## config.mk

```make
export PLATFORM = sky130hd
export DESIGN_NAME = idma_tilelink_write_tracker_flat
export DESIGN_NICKNAME = d
export VERILOG_FILES = /design/src/rtl/idma_tilelink_pkg.sv /design/src/rtl/idma_tilelink_write_tracker_if.sv /design/src/rtl/fifo_v3.sv /design/src/rtl/lzc.sv /design/src/rtl/idma_tilelink_write_tracker.sv /design/src/flat_wrapper.sv
export SDC_FILE = /design/constraint.sdc
export NUM_CORES = 1
export LEC_CHECK = 0
export CORE_MARGIN = 2
export CORE_UTILIZATION = 59
export CTS_CLUSTER_SIZE = 8
export DETAILED_ROUTE_END_ITERATION = 8
export PLACE_DENSITY = 0.81
export SKIP_CTS_REPAIR_TIMING = 1
export SYNTH_ARGS = -nofsm -noshare
export SYNTH_HDL_FRONTEND = slang
export SYNTH_SLANG_ARGS = --single-unit
```

## constraint.sdc

```tcl
create_clock -name clk_i -period 5.3 [get_ports clk_i]
set_input_delay 1.325 -clock clk_i [delete_from_list [all_inputs] [get_ports clk_i]]
set_output_delay 1.325 -clock clk_i [all_outputs]
set_load 0.01 [all_outputs]
```

## src/rtl/idma_tilelink_pkg.sv

```systemverilog
// ============================================================================
// Module      : idma_tilelink_pkg
// Description : Shared TileLink write-path constants and source-ID helpers.
// Revision    : 1.0 - initial release
// ============================================================================
`default_nettype none

package idma_tilelink_pkg;

    // Bit positions inside the 2-bit write response {corrupt, denied}
    localparam int unsigned RespDenied  = 0;
    localparam int unsigned RespCorrupt = 1;

    // Width of a source-ID field for a given number of owned sources
    function automatic int unsigned source_width(input int unsigned num_sources);
        return (num_sources > 1) ? $clog2(num_sources) : 1;
    endfunction

endpackage

`default_nettype wire

```

## src/rtl/idma_tilelink_write_tracker_if.sv

```systemverilog
// ============================================================================
// Module      : idma_tilelink_write_tracker_if
// Description : Request, forward, D-channel and response bundle of the tracker.
// Revision    : 1.0 - initial release
// ============================================================================
`default_nettype none

interface idma_tilelink_write_tracker_if #(
    parameter int unsigned SourceWidth = 2
);
    logic                   req_valid_i;
    logic                   req_ready_o;
    logic                   fwd_valid_o;
    logic                   fwd_ready_i;
    logic [SourceWidth-1:0] fwd_source_o;
    logic                   d_valid_i;
    logic                   d_ready_o;
    logic [SourceWidth-1:0] d_source_i;
    logic                   d_denied_i;
    logic                   d_corrupt_i;
    logic                   rsp_valid_o;
    logic                   rsp_ready_i;
    logic [1:0]             rsp_resp_o;
    logic                   busy_o;
    logic                   err_o;

    modport slave (
        input  req_valid_i, fwd_ready_i, d_valid_i, d_source_i, d_denied_i,
               d_corrupt_i, rsp_ready_i,
        output req_ready_o, fwd_valid_o, fwd_source_o, d_ready_o, rsp_valid_o,
               rsp_resp_o, busy_o, err_o
    );

    modport master (
        output req_valid_i, fwd_ready_i, d_valid_i, d_source_i, d_denied_i,
               d_corrupt_i, rsp_ready_i,
        input  req_ready_o, fwd_valid_o, fwd_source_o, d_ready_o, rsp_valid_o,
               rsp_resp_o, busy_o, err_o
    );
endinterface

`default_nettype wire

```

## src/rtl/fifo_v3.sv

```systemverilog
// ============================================================================
// Module      : fifo_v3
// Description : Register-based FIFO with optional fall-through and flush.
// Revision    : 1.0 - initial release
// ============================================================================
`default_nettype none

module fifo_v3 #(
    parameter bit          FALL_THROUGH = 1'b0,
    parameter int unsigned DATA_WIDTH   = 32,
    parameter int unsigned DEPTH        = 8,
    parameter int unsigned ADDR_DEPTH   = (DEPTH > 1) ? $clog2(DEPTH) : 1
) (
    input  wire logic                  clk_i,
    input  wire logic                  rst_ni,
    input  wire logic                  flush_i,
    output logic                       full_o,
    output logic                       empty_o,
    input  wire logic [DATA_WIDTH-1:0] data_i,
    input  wire logic                  push_i,
    output logic      [DATA_WIDTH-1:0] data_o,
    input  wire logic                  pop_i
);

    localparam logic [ADDR_DEPTH-1:0] c_last = ADDR_DEPTH'(DEPTH - 1);
    localparam logic [ADDR_DEPTH:0]   c_full = (ADDR_DEPTH + 1)'(DEPTH);

    logic [DATA_WIDTH-1:0] r_mem [DEPTH];
    logic [ADDR_DEPTH-1:0] r_rd_ptr, r_wr_ptr;
    logic [ADDR_DEPTH:0]   r_cnt;
    logic                  w_stored_empty, w_bypass, w_do_push, w_do_pop;

    assign w_stored_empty = (r_cnt == '0);
    assign full_o         = (r_cnt == c_full);
    assign empty_o        = w_stored_empty & ~(FALL_THROUGH & push_i);
    assign data_o         = (FALL_THROUGH && w_stored_empty) ? data_i : r_mem[r_rd_ptr];

    // A fall-through push that is popped immediately never touches storage
    assign w_bypass  = FALL_THROUGH & w_stored_empty & push_i & pop_i;
    assign w_do_push = push_i & ~full_o & ~w_bypass;
    assign w_do_pop  = pop_i & ~w_stored_empty;

    always_ff @(posedge clk_i or negedge rst_ni) begin
        if (!rst_ni) begin
            r_rd_ptr <= '0;
            r_wr_ptr <= '0;
            r_cnt    <= '0;
        end else if (flush_i) begin
            r_rd_ptr <= '0;
            r_wr_ptr <= '0;
            r_cnt    <= '0;
        end else begin
            if (w_do_push) r_wr_ptr <= (r_wr_ptr == c_last) ? '0 : r_wr_ptr + 1'b1;
            if (w_do_pop)  r_rd_ptr <= (r_rd_ptr == c_last) ? '0 : r_rd_ptr + 1'b1;
            r_cnt <= r_cnt + (ADDR_DEPTH + 1)'(w_do_push) - (ADDR_DEPTH + 1)'(w_do_pop);
        end
    end

    always_ff @(posedge clk_i) begin
        if (w_do_push && !flush_i) r_mem[r_wr_ptr] <= data_i;
    end

endmodule

`default_nettype wire

```

## src/rtl/lzc.sv

```systemverilog
// ============================================================================
// Module      : lzc
// Description : Leading/trailing zero counter (MODE=0 trailing, MODE=1 leading).
// Revision    : 1.0 - initial release
// ============================================================================
`default_nettype none

module lzc #(
    parameter int unsigned WIDTH     = 2,
    parameter bit          MODE      = 1'b0,
    parameter int unsigned CNT_WIDTH = (WIDTH > 1) ? $clog2(WIDTH) : 1
) (
    input  wire logic [WIDTH-1:0]     in_i,
    output logic      [CNT_WIDTH-1:0] cnt_o,
    output logic                      empty_o
);

    // The scan order makes the last hit the lowest (MODE=0) or highest (MODE=1) set bit
    always_comb begin
        cnt_o = '0;
        for (int i = 0; i < int'(WIDTH); i++) begin
            int idx;
            idx = MODE ? i : (int'(WIDTH) - 1 - i);
            if (in_i[idx]) begin
                cnt_o = MODE ? CNT_WIDTH'(int'(WIDTH) - 1 - idx) : CNT_WIDTH'(idx);
            end
        end
    end

    assign empty_o = ~|in_i;

endmodule

`default_nettype wire

```

## src/rtl/idma_tilelink_write_tracker.sv

```systemverilog
// ============================================================================
// Module      : idma_tilelink_write_tracker
// Description : Allocates TileLink source IDs to Put bursts and returns their
//               write responses in issue order.
// Revision    : 1.0 - initial release
// ============================================================================
`default_nettype none

module idma_tilelink_write_tracker
    import idma_tilelink_pkg::*;
#(
    parameter int unsigned NumSources  = 4,
    parameter int unsigned SourceWidth = source_width(NumSources)
) (
    input  wire logic                       clk_i,
    input  wire logic                       rst_ni,
    idma_tilelink_write_tracker_if.slave    bus
);

    typedef logic [SourceWidth-1:0] src_t;

    logic [NumSources-1:0] r_free;
    logic [NumSources-1:0] r_done;
    logic [1:0]            r_resp [NumSources];
    logic                  r_err;

    src_t       w_alloc_id, w_head;
    logic       w_no_free, w_fifo_full, w_fifo_empty, w_can_issue;
    logic       w_issue, w_d_legal, w_rsp_valid, w_retire;
    logic [1:0] w_d_resp;

    lzc #(
        .WIDTH (NumSources),
        .MODE  (1'b0)
    ) i_lzc (
        .in_i    (r_free),
        .cnt_o   (w_alloc_id),
        .empty_o (w_no_free)
    );

    fifo_v3 #(
        .FALL_THROUGH (1'b0),
        .DATA_WIDTH   (SourceWidth),
        .DEPTH        (NumSources)
    ) i_order_fifo (
        .clk_i   (clk_i),
        .rst_ni  (rst_ni),
        .flush_i (1'b0),
        .full_o  (w_fifo_full),
        .empty_o (w_fifo_empty),
        .data_i  (w_alloc_id),
        .push_i  (w_issue),
        .data_o  (w_head),
        .pop_i   (w_retire)
    );

    // Allocation only sees the registered free map, so a just-retired ID waits a cycle
    assign w_can_issue      = ~w_no_free & ~w_fifo_full;
    assign bus.fwd_valid_o  = bus.req_valid_i & w_can_issue;
    assign bus.req_ready_o  = bus.fwd_ready_i & w_can_issue;
    assign bus.fwd_source_o = w_alloc_id;
    assign w_issue          = bus.req_valid_i & bus.fwd_ready_i & w_can_issue;

    assign bus.d_ready_o = 1'b1;
    assign w_d_legal     = bus.d_valid_i & ~r_free[bus.d_source_i] & ~r_done[bus.d_source_i];

    always_comb begin
        w_d_resp              = '0;
        w_d_resp[RespDenied]  = bus.d_denied_i;
        w_d_resp[RespCorrupt] = bus.d_corrupt_i;
    end

    assign w_rsp_valid     = ~w_fifo_empty & r_done[w_head];
    assign w_retire        = w_rsp_valid & bus.rsp_ready_i;
    assign bus.rsp_valid_o = w_rsp_valid;
    assign bus.rsp_resp_o  = r_resp[w_head];
    assign bus.busy_o      = ~w_fifo_empty;
    assign bus.err_o       = r_err;

    // Issue, D and retire always target distinct IDs, so their updates never collide
    always_ff @(posedge clk_i or negedge rst_ni) begin
        if (!rst_ni) begin
            r_free <= '1;
            r_done <= '0;
            r_resp <= '{default: '0};
            r_err  <= 1'b0;
        end else begin
            r_err <= bus.d_valid_i & ~w_d_legal;
            if (w_issue) begin
                r_free[w_alloc_id] <= 1'b0;
            end
            if (w_d_legal) begin
                r_done[bus.d_source_i] <= 1'b1;
                r_resp[bus.d_source_i] <= w_d_resp;
            end
            if (w_retire) begin
                r_free[w_head] <= 1'b1;
                r_done[w_head] <= 1'b0;
                r_resp[w_head] <= '0;
            end
        end
    end

endmodule

`default_nettype wire

```

## src/flat_wrapper.sv

```systemverilog
// flat-port wrapper written by rule: the top's interface ports become plain ports
module idma_tilelink_write_tracker_flat import idma_tilelink_pkg::*;
#(
    parameter int unsigned NumSources  = 4,
    parameter int unsigned SourceWidth = source_width(NumSources)
)
  (clk_i, rst_ni, bus_req_valid_i, bus_fwd_ready_i, bus_d_valid_i, bus_d_source_i, bus_d_denied_i, bus_d_corrupt_i, bus_rsp_ready_i, bus_req_ready_o, bus_fwd_valid_o, bus_fwd_source_o, bus_d_ready_o, bus_rsp_valid_o, bus_rsp_resp_o, bus_busy_o, bus_err_o);
  idma_tilelink_write_tracker_if #(.SourceWidth(SourceWidth)) bus_i ();
  input  wire logic clk_i;
  input  wire logic rst_ni;
  input wire logic [$bits(bus_i.req_valid_i)-1:0] bus_req_valid_i;
  input wire logic [$bits(bus_i.fwd_ready_i)-1:0] bus_fwd_ready_i;
  input wire logic [$bits(bus_i.d_valid_i)-1:0] bus_d_valid_i;
  input wire logic [$bits(bus_i.d_source_i)-1:0] bus_d_source_i;
  input wire logic [$bits(bus_i.d_denied_i)-1:0] bus_d_denied_i;
  input wire logic [$bits(bus_i.d_corrupt_i)-1:0] bus_d_corrupt_i;
  input wire logic [$bits(bus_i.rsp_ready_i)-1:0] bus_rsp_ready_i;
  output wire logic [$bits(bus_i.req_ready_o)-1:0] bus_req_ready_o;
  output wire logic [$bits(bus_i.fwd_valid_o)-1:0] bus_fwd_valid_o;
  output wire logic [$bits(bus_i.fwd_source_o)-1:0] bus_fwd_source_o;
  output wire logic [$bits(bus_i.d_ready_o)-1:0] bus_d_ready_o;
  output wire logic [$bits(bus_i.rsp_valid_o)-1:0] bus_rsp_valid_o;
  output wire logic [$bits(bus_i.rsp_resp_o)-1:0] bus_rsp_resp_o;
  output wire logic [$bits(bus_i.busy_o)-1:0] bus_busy_o;
  output wire logic [$bits(bus_i.err_o)-1:0] bus_err_o;
  assign bus_i.req_valid_i = bus_req_valid_i;
  assign bus_i.fwd_ready_i = bus_fwd_ready_i;
  assign bus_i.d_valid_i = bus_d_valid_i;
  assign bus_i.d_source_i = bus_d_source_i;
  assign bus_i.d_denied_i = bus_d_denied_i;
  assign bus_i.d_corrupt_i = bus_d_corrupt_i;
  assign bus_i.rsp_ready_i = bus_rsp_ready_i;
  assign bus_req_ready_o = bus_i.req_ready_o;
  assign bus_fwd_valid_o = bus_i.fwd_valid_o;
  assign bus_fwd_source_o = bus_i.fwd_source_o;
  assign bus_d_ready_o = bus_i.d_ready_o;
  assign bus_rsp_valid_o = bus_i.rsp_valid_o;
  assign bus_rsp_resp_o = bus_i.rsp_resp_o;
  assign bus_busy_o = bus_i.busy_o;
  assign bus_err_o = bus_i.err_o;
  idma_tilelink_write_tracker #(.NumSources(NumSources), .SourceWidth(SourceWidth)) u_core (.clk_i(clk_i), .rst_ni(rst_ni), .bus(bus_i));
endmodule
```

## After elaboration in Yosys (flattened, before gate mapping)

Memories as Yosys holds them, arrays and structs flattened.
Index checks and enable logic that the tools add are counted.

- Register bits: 24
- RAM bits: 8
- Input bits: 10
- Output and inout bits: 10
- Word-level logic and storage cells: 96
- Memories kept: 1

- Add/sub/neg operators: 4
- Magnitude comparators: 10
- Equality and inequality tests: 3
- Muxes and demuxes: 34
- Bitwise gates (word level): 27
- Reduce and logical (&&, ||, !) cells: 7

Memory list:

| name | depth | bits a word | read ports | clocked after memory_dff | write ports | line | source |
|---|---|---|---|---|---|---|---|
| u_core.i_order_fifo.r_mem | 4 | 2 | 1 | 0 | 1 | fifo_v3.sv:28 | `logic [DATA_WIDTH-1:0] r_mem [DEPTH];` |

Operators with widths:

| kind | number |
|---|---|
| $mux 2 | 10 |
| $mux 4 | 4 |
| $mux 8 | 2 |
| $and 1x1->1 | 12 |
| $lt 2x3->1 const B | 3 |
| $and 4x4->4 | 2 |
| $and 8x8->8 | 1 |
| $bwmux 8 | 1 |
| $demux 2 s2 | 2 |
| $mux 1 | 8 |
| $not 4->4 | 2 |
| $not 8->8 | 1 |
| $or 4x4->4 | 2 |
| $bmux 1 s2 | 3 |
| $demux 1 s2 | 3 |
| $ge 2x1->1 const B | 3 |
| $ge 3x3->1 const B | 2 |
| $lt 3x1->1 const B | 2 |
| $not 2->3 | 2 |
| $logic_and 1x1->1 | 5 |
| $not 1->1 | 5 |
| $add 2x1->2 const B | 2 |
| $bmux 2 s2 | 1 |
| $eq 2x2->1 const B | 2 |
| 5 further kinds | 5 |

## Longest topological paths before layout

- Word-level depth: 13
- Mapped depth: 11

## Cells and area by module

Synthesis repeated with hierarchy kept, for this count alone.

- Cell total of the unflattened synthesis: 162
- Area, all modules: 1781.7 sq um

Modules (own cells, without submodules):

| module | times used | cells each | area an instance (sq um) |
|---|---|---|---|
| idma_tilelink_write_tracker | 1 | 99 | 982.2 |
| fifo_v3 | 1 | 57 | 763.2 |
| lzc | 1 | 6 | 36.3 |

## Worst setup path after synthesis

No wires, ideal clock.

- Path type: input to register
- From: in bus_fwd_ready_i
- To: reg u_core.i_order_fifo.r_cnt[2]
- Setup time: 0.123 ns
- Arrival time: 2.888 ns
- Data required time: 5.177 ns
- Path slack: 2.289 ns
- Cell stages on the path: 9
- Buffers on the path: 0
- Cell sequence: nand3_1 nor2_1 inv_1 ha_1 inv_1 ha_1 fa_1 xnor2_1 xnor2_1

- Word-level cells in the longest chain between the ends: 5

Ends and longest elaborated chain:

| item | line | source |
|---|---|---|
| start, declared | flat_wrapper.sv:12 | `input wire logic [$bits(bus_i.fwd_ready_i)-1:0] bus_fwd_ready_i;` |
| $and 1x1->1 (2 in series) | idma_tilelink_write_tracker.sv:62 | `assign w_issue = bus.req_valid_i & bus.fwd_ready_i & w_can_issue;` |
| $and 1x1->1 | fifo_v3.sv:40 | `assign w_do_push = push_i & ~full_o & ~w_bypass;` |
| $add 3x1->3 | fifo_v3.sv:55 | `r_cnt <= r_cnt + (ADDR_DEPTH + 1)'(w_do_push) - (ADDR_DEPTH + 1)'(w_do_pop);` |
| $sub 3x1->3 | fifo_v3.sv:55 |  |
| end signal, assigned | fifo_v3.sv:55 |  |
| end, declared | fifo_v3.sv:30 | `logic [ADDR_DEPTH:0] r_cnt;` |

Every way passes these cells.
A chain may end at the register's enable or synchronous reset.

## Worst setup path after layout

- From: reg u_core.i_order_fifo.r_rd_ptr[0]
- To: out bus_rsp_valid_o

- Word-level cells in the longest chain between the ends: 4

Ends and longest elaborated chain:

| item | line | source |
|---|---|---|
| start, declared | fifo_v3.sv:29 | `logic [ADDR_DEPTH-1:0] r_rd_ptr, r_wr_ptr;` |
| start signal, assigned | fifo_v3.sv:54 | `if (w_do_pop) r_rd_ptr <= (r_rd_ptr == c_last) ? '0 : r_rd_ptr + 1'b1;` |
| $mem_v2 4x2 | -- |  |
| $bmux 1 s2 | idma_tilelink_write_tracker.sv:73 | `assign w_rsp_valid = ~w_fifo_empty & r_done[w_head];` |
| $mux 1 (implied by the code) | idma_tilelink_write_tracker.sv:73 |  |
| $and 1x1->1 | idma_tilelink_write_tracker.sv:73 |  |
| end, declared | flat_wrapper.sv:22 | `output wire logic [$bits(bus_i.rsp_valid_o)-1:0] bus_rsp_valid_o;` |

Every way passes these cells. The select of a mux whose other input is x is not followed.

==> key figures <==
Synthesis
  – Post-synthesis instance area: approximately 1700 um^2
  – Number of synthesized flops with an enable pin: 8
  – Synth warn: 0
  – Post-synth top flop: dfrtp_1
  – Largest cells by area after synthesis: dfrtp_1, edfxtp_1, dfstp_2
  – Async S/R FF share, synth: 75.00%
  – Cells after Synth: 151
  – Sequential area share after synthesis: between 40% and 50%
  – Post-synth top area cell: dfrtp_1
  – Syn avg cell area: around 11 um^2
  – Most frequent cell after synthesis: nor2_1
  – Synth cell count leaders: nor2_1, dfrtp_1, nand2_1, inv_1
  – Synthesized flop and latch total: 32
  – Top-area cell type share of the netlist area: 29.15%
  – Syn Nets: 169
  – Number of distinct library cells after synthesis: 45

Drt
  – DRC: 0
  – Final wirelength: 3245 um
  – Antenna viol nets, final: 0
  – 1st-pass router iterations: 5
  – Avg Vias per Cell: about 5.9
  – 1st-iter DRT viols: 26
  – Wire length per cell: 15.91 um
  – Via count: 1212

Setup path
  – R2r setup slk: about 2.3 ns
  – Worst-path fanout max: 8
  – Setup crit start kind: flip-flop
  – Critical R2R Capture: u_core.i_order_fifo.r_cnt[2]
  – Critical Path End Type: output port
  – Worst Setup SP: u_core.i_order_fifo.r_rd_ptr[0]
  – Critical Path RT: 3.97 ns
  – Arrival @ worst endpoint: 2.54 ns
  – CP Class: flip-flop to output port
  – CP endpoint: bus_rsp_valid_o
  – Reg2reg start: u_core.i_order_fifo.r_rd_ptr[0]
  – Worst r2r path cells: 10

Clock network
  – Inserted Clock Buffers: 5
  – CTS tree: built
  – Root buf cell: clkbuf_4
  – Max clock buf depth: 2
  – Clock H-tree levels: 2
  – Clock sinks: 32
  – Worst skew pair latency: 0.34 ns
  – Reg clk slew, reported paths: 0.11 ns

Floorplanning
  – Die Y: 57.94 um
  – Initial core utilization: 62.25%
  – Core area: 2758 um^2
  – Die width: 57.94 um
  – Rows: 19
  – Full die area: 3357 um^2
  – Top Ports: 20

Place
  – HPWL after DPL: about 2500 um
  – Input/output buffers: 18
  – Placed cells: 196
  – GPL Wtd Cong: 0.7736

STA
  – Worst slew margin: 28.86%
  – TNS Setup: 0 ns
  – Endpoints failing setup: 0
  – Fmax: between 0.2 and 0.3 GHz
  – RSZ-0062 raised after global routing: false
  – Period utilization: 73.00%
  – Final Critical Period: 3.869 ns
  – Slew Limit Fails: 0
  – Worst Skew: 0.005760 ns
  – Hold violation count in the final report: 0
  – Least-Margin Pin Slew: 1.064 ns

Global routing
  – Antenna violations before repair: 0
  – Vias in the first global route: 1177
  – GRT overflow: 0
  – Pin count of the biggest net entering global routing: 25
  – Gr usage total: 21.90%
  – First-pass GRT wire length: 5409 um

Cells and area
  – Antenna diodes: 0
  – Synth-to-Final Area Change: 14.43%
  – Layout fillers: 211
  – Final cell count without fillers: 204
  – Final Net Count: 190
  – Share of cells above drive strength 1: 13.87%

Job
  – Max-Cap Viols: 0

Pwr
  – Maximum vdd drop: 0.3920 mV
  – Total power: about 1.2 mW
  – Pwr dens: 597.8 nW/um^2
  – Leakage power: 0.8417 nW

Min path
  – Min-Delay Path Class: flip-flop to flip-flop

Outcome
  – Status: finished, final reports clean
==> sequential cells by signal, summed over array words and instances (netlist names) <==
register,cells
u_core.r_free,4
u_core.r_done,4
u_core.bus.err_o,1
u_core.r_resp,8
u_core.i_order_fifo.r_wr_ptr,2
u_core.i_order_fifo.r_mem,8
u_core.i_order_fifo.r_cnt,3
u_core.i_order_fifo.r_rd_ptr,2
==> kinds of logic after synthesis <==
kind of cell,Yosys count,synth area share (%)
AO/OA/AOI/OAI,19,8.382
flip-flops,32,49.27
multiplexers,17,13.63
AND/OR/NAND/NOR,59,17.64
other,1,0.2184
buffers and inverters,13,3.571
adder cells (fa/ha/maj),8,6.268
XOR/XNOR,2,1.021
==> report_power, final <==
part / internal [mW] / leakage (nW) / switching [mW]
clock network: 0.0499 / 0.0249 / 0.0890
registers: 0.376 / 0.362 / 0.108
logic: 0.293 / 0.455 / 0.259
==> worst min-delay path by stage <==
stage | startpoint | to | slack, ns | cells after the start
after floorplan | u_core.r_free[3] | u_core.r_free[3] | 0.47 | 2
after global placement | u_core.r_free[3] | u_core.r_free[3] | 0.49 | 2
after detailed placement | u_core.r_free[3] | u_core.r_free[3] | 0.51 | 2
after CTS | u_core.r_free[3] | u_core.r_free[3] | 0.53 | 2
after global routing | u_core.r_free[3] | u_core.r_free[3] | 0.54 | 2
final | u_core.r_free[3] | u_core.r_free[3] | 0.52 | 2
==> stage by stage <==
stage | hold WS, ns | instance area (um^2) | setup WS [ns] | utilization, %
finish | 0.5229 | 1964 | 1.431 | 71.23
global route | 0.5373 | 1964 | 1.291 | 71.23
CTS | 0.5262 | 1964 | 1.420 | 71.23
detailed placement | 0.5058 | 1908 | 1.502 | 69.19
global placement | 0.4894 | 1908 | 1.538 | 69.19
floorplan | 0.4670 | 1717 | 2.289 | -
==> cells in the final DEF (no fill, tap or decap), drive strengths merged, types with 2 or more instances in the layout <==
| cell | n |
|---|---|
| mux2i | 8 |
| dfstp | 4 |
| inv | 9 |
| clkdlybuf4s50 | 18 |
| a21o | 2 |
| nor2 | 21 |
| nor3 | 5 |
| edfxtp | 8 |
| nor3b | 2 |
| nor4 | 2 |
| xnor2 | 2 |
| a21oi | 5 |
| nand2 | 11 |
| mux4 | 4 |
| clkinvlp | 2 |
| mux2 | 5 |
| dfrtp | 20 |
| nand2b | 2 |
| ha | 7 |
| clkbuf | 5 |
| o21ai | 3 |
| and2 | 9 |
==> cell type report <==
cell class                      instances  area [um^2]  area share [%]
Clock inverter                          3        18.77          0.9554
Tap cell                               31        38.79           1.975
Sequential cell                        32        845.8           43.06
Clock buffer                            5        37.54           1.911
Inverter                                9        33.78           1.720
Multi-Input combinational cell        106        809.5           41.21
Timing Repair Buffer                   18        180.2           9.172
==> metal layers <==
layer	track usage [%]	wire length [um]	vias to the layer above
met2	34.25	1513	42
li1	-	-	577
met3	8.259	252	9
met5	0	0	-
met4	6.977	61	0
met1	28.44	1418	584
==> critical path, stage by stage, from the launching register on <==
cell and delay (ns):
dfrtp_1 0.54, mux4_2 0.66, and2_4 0.22, a211oi_4 0.23, nor3b_1 0.08, clkdlybuf4s50_1 0.49
Power figures use the tool's default switching activity.
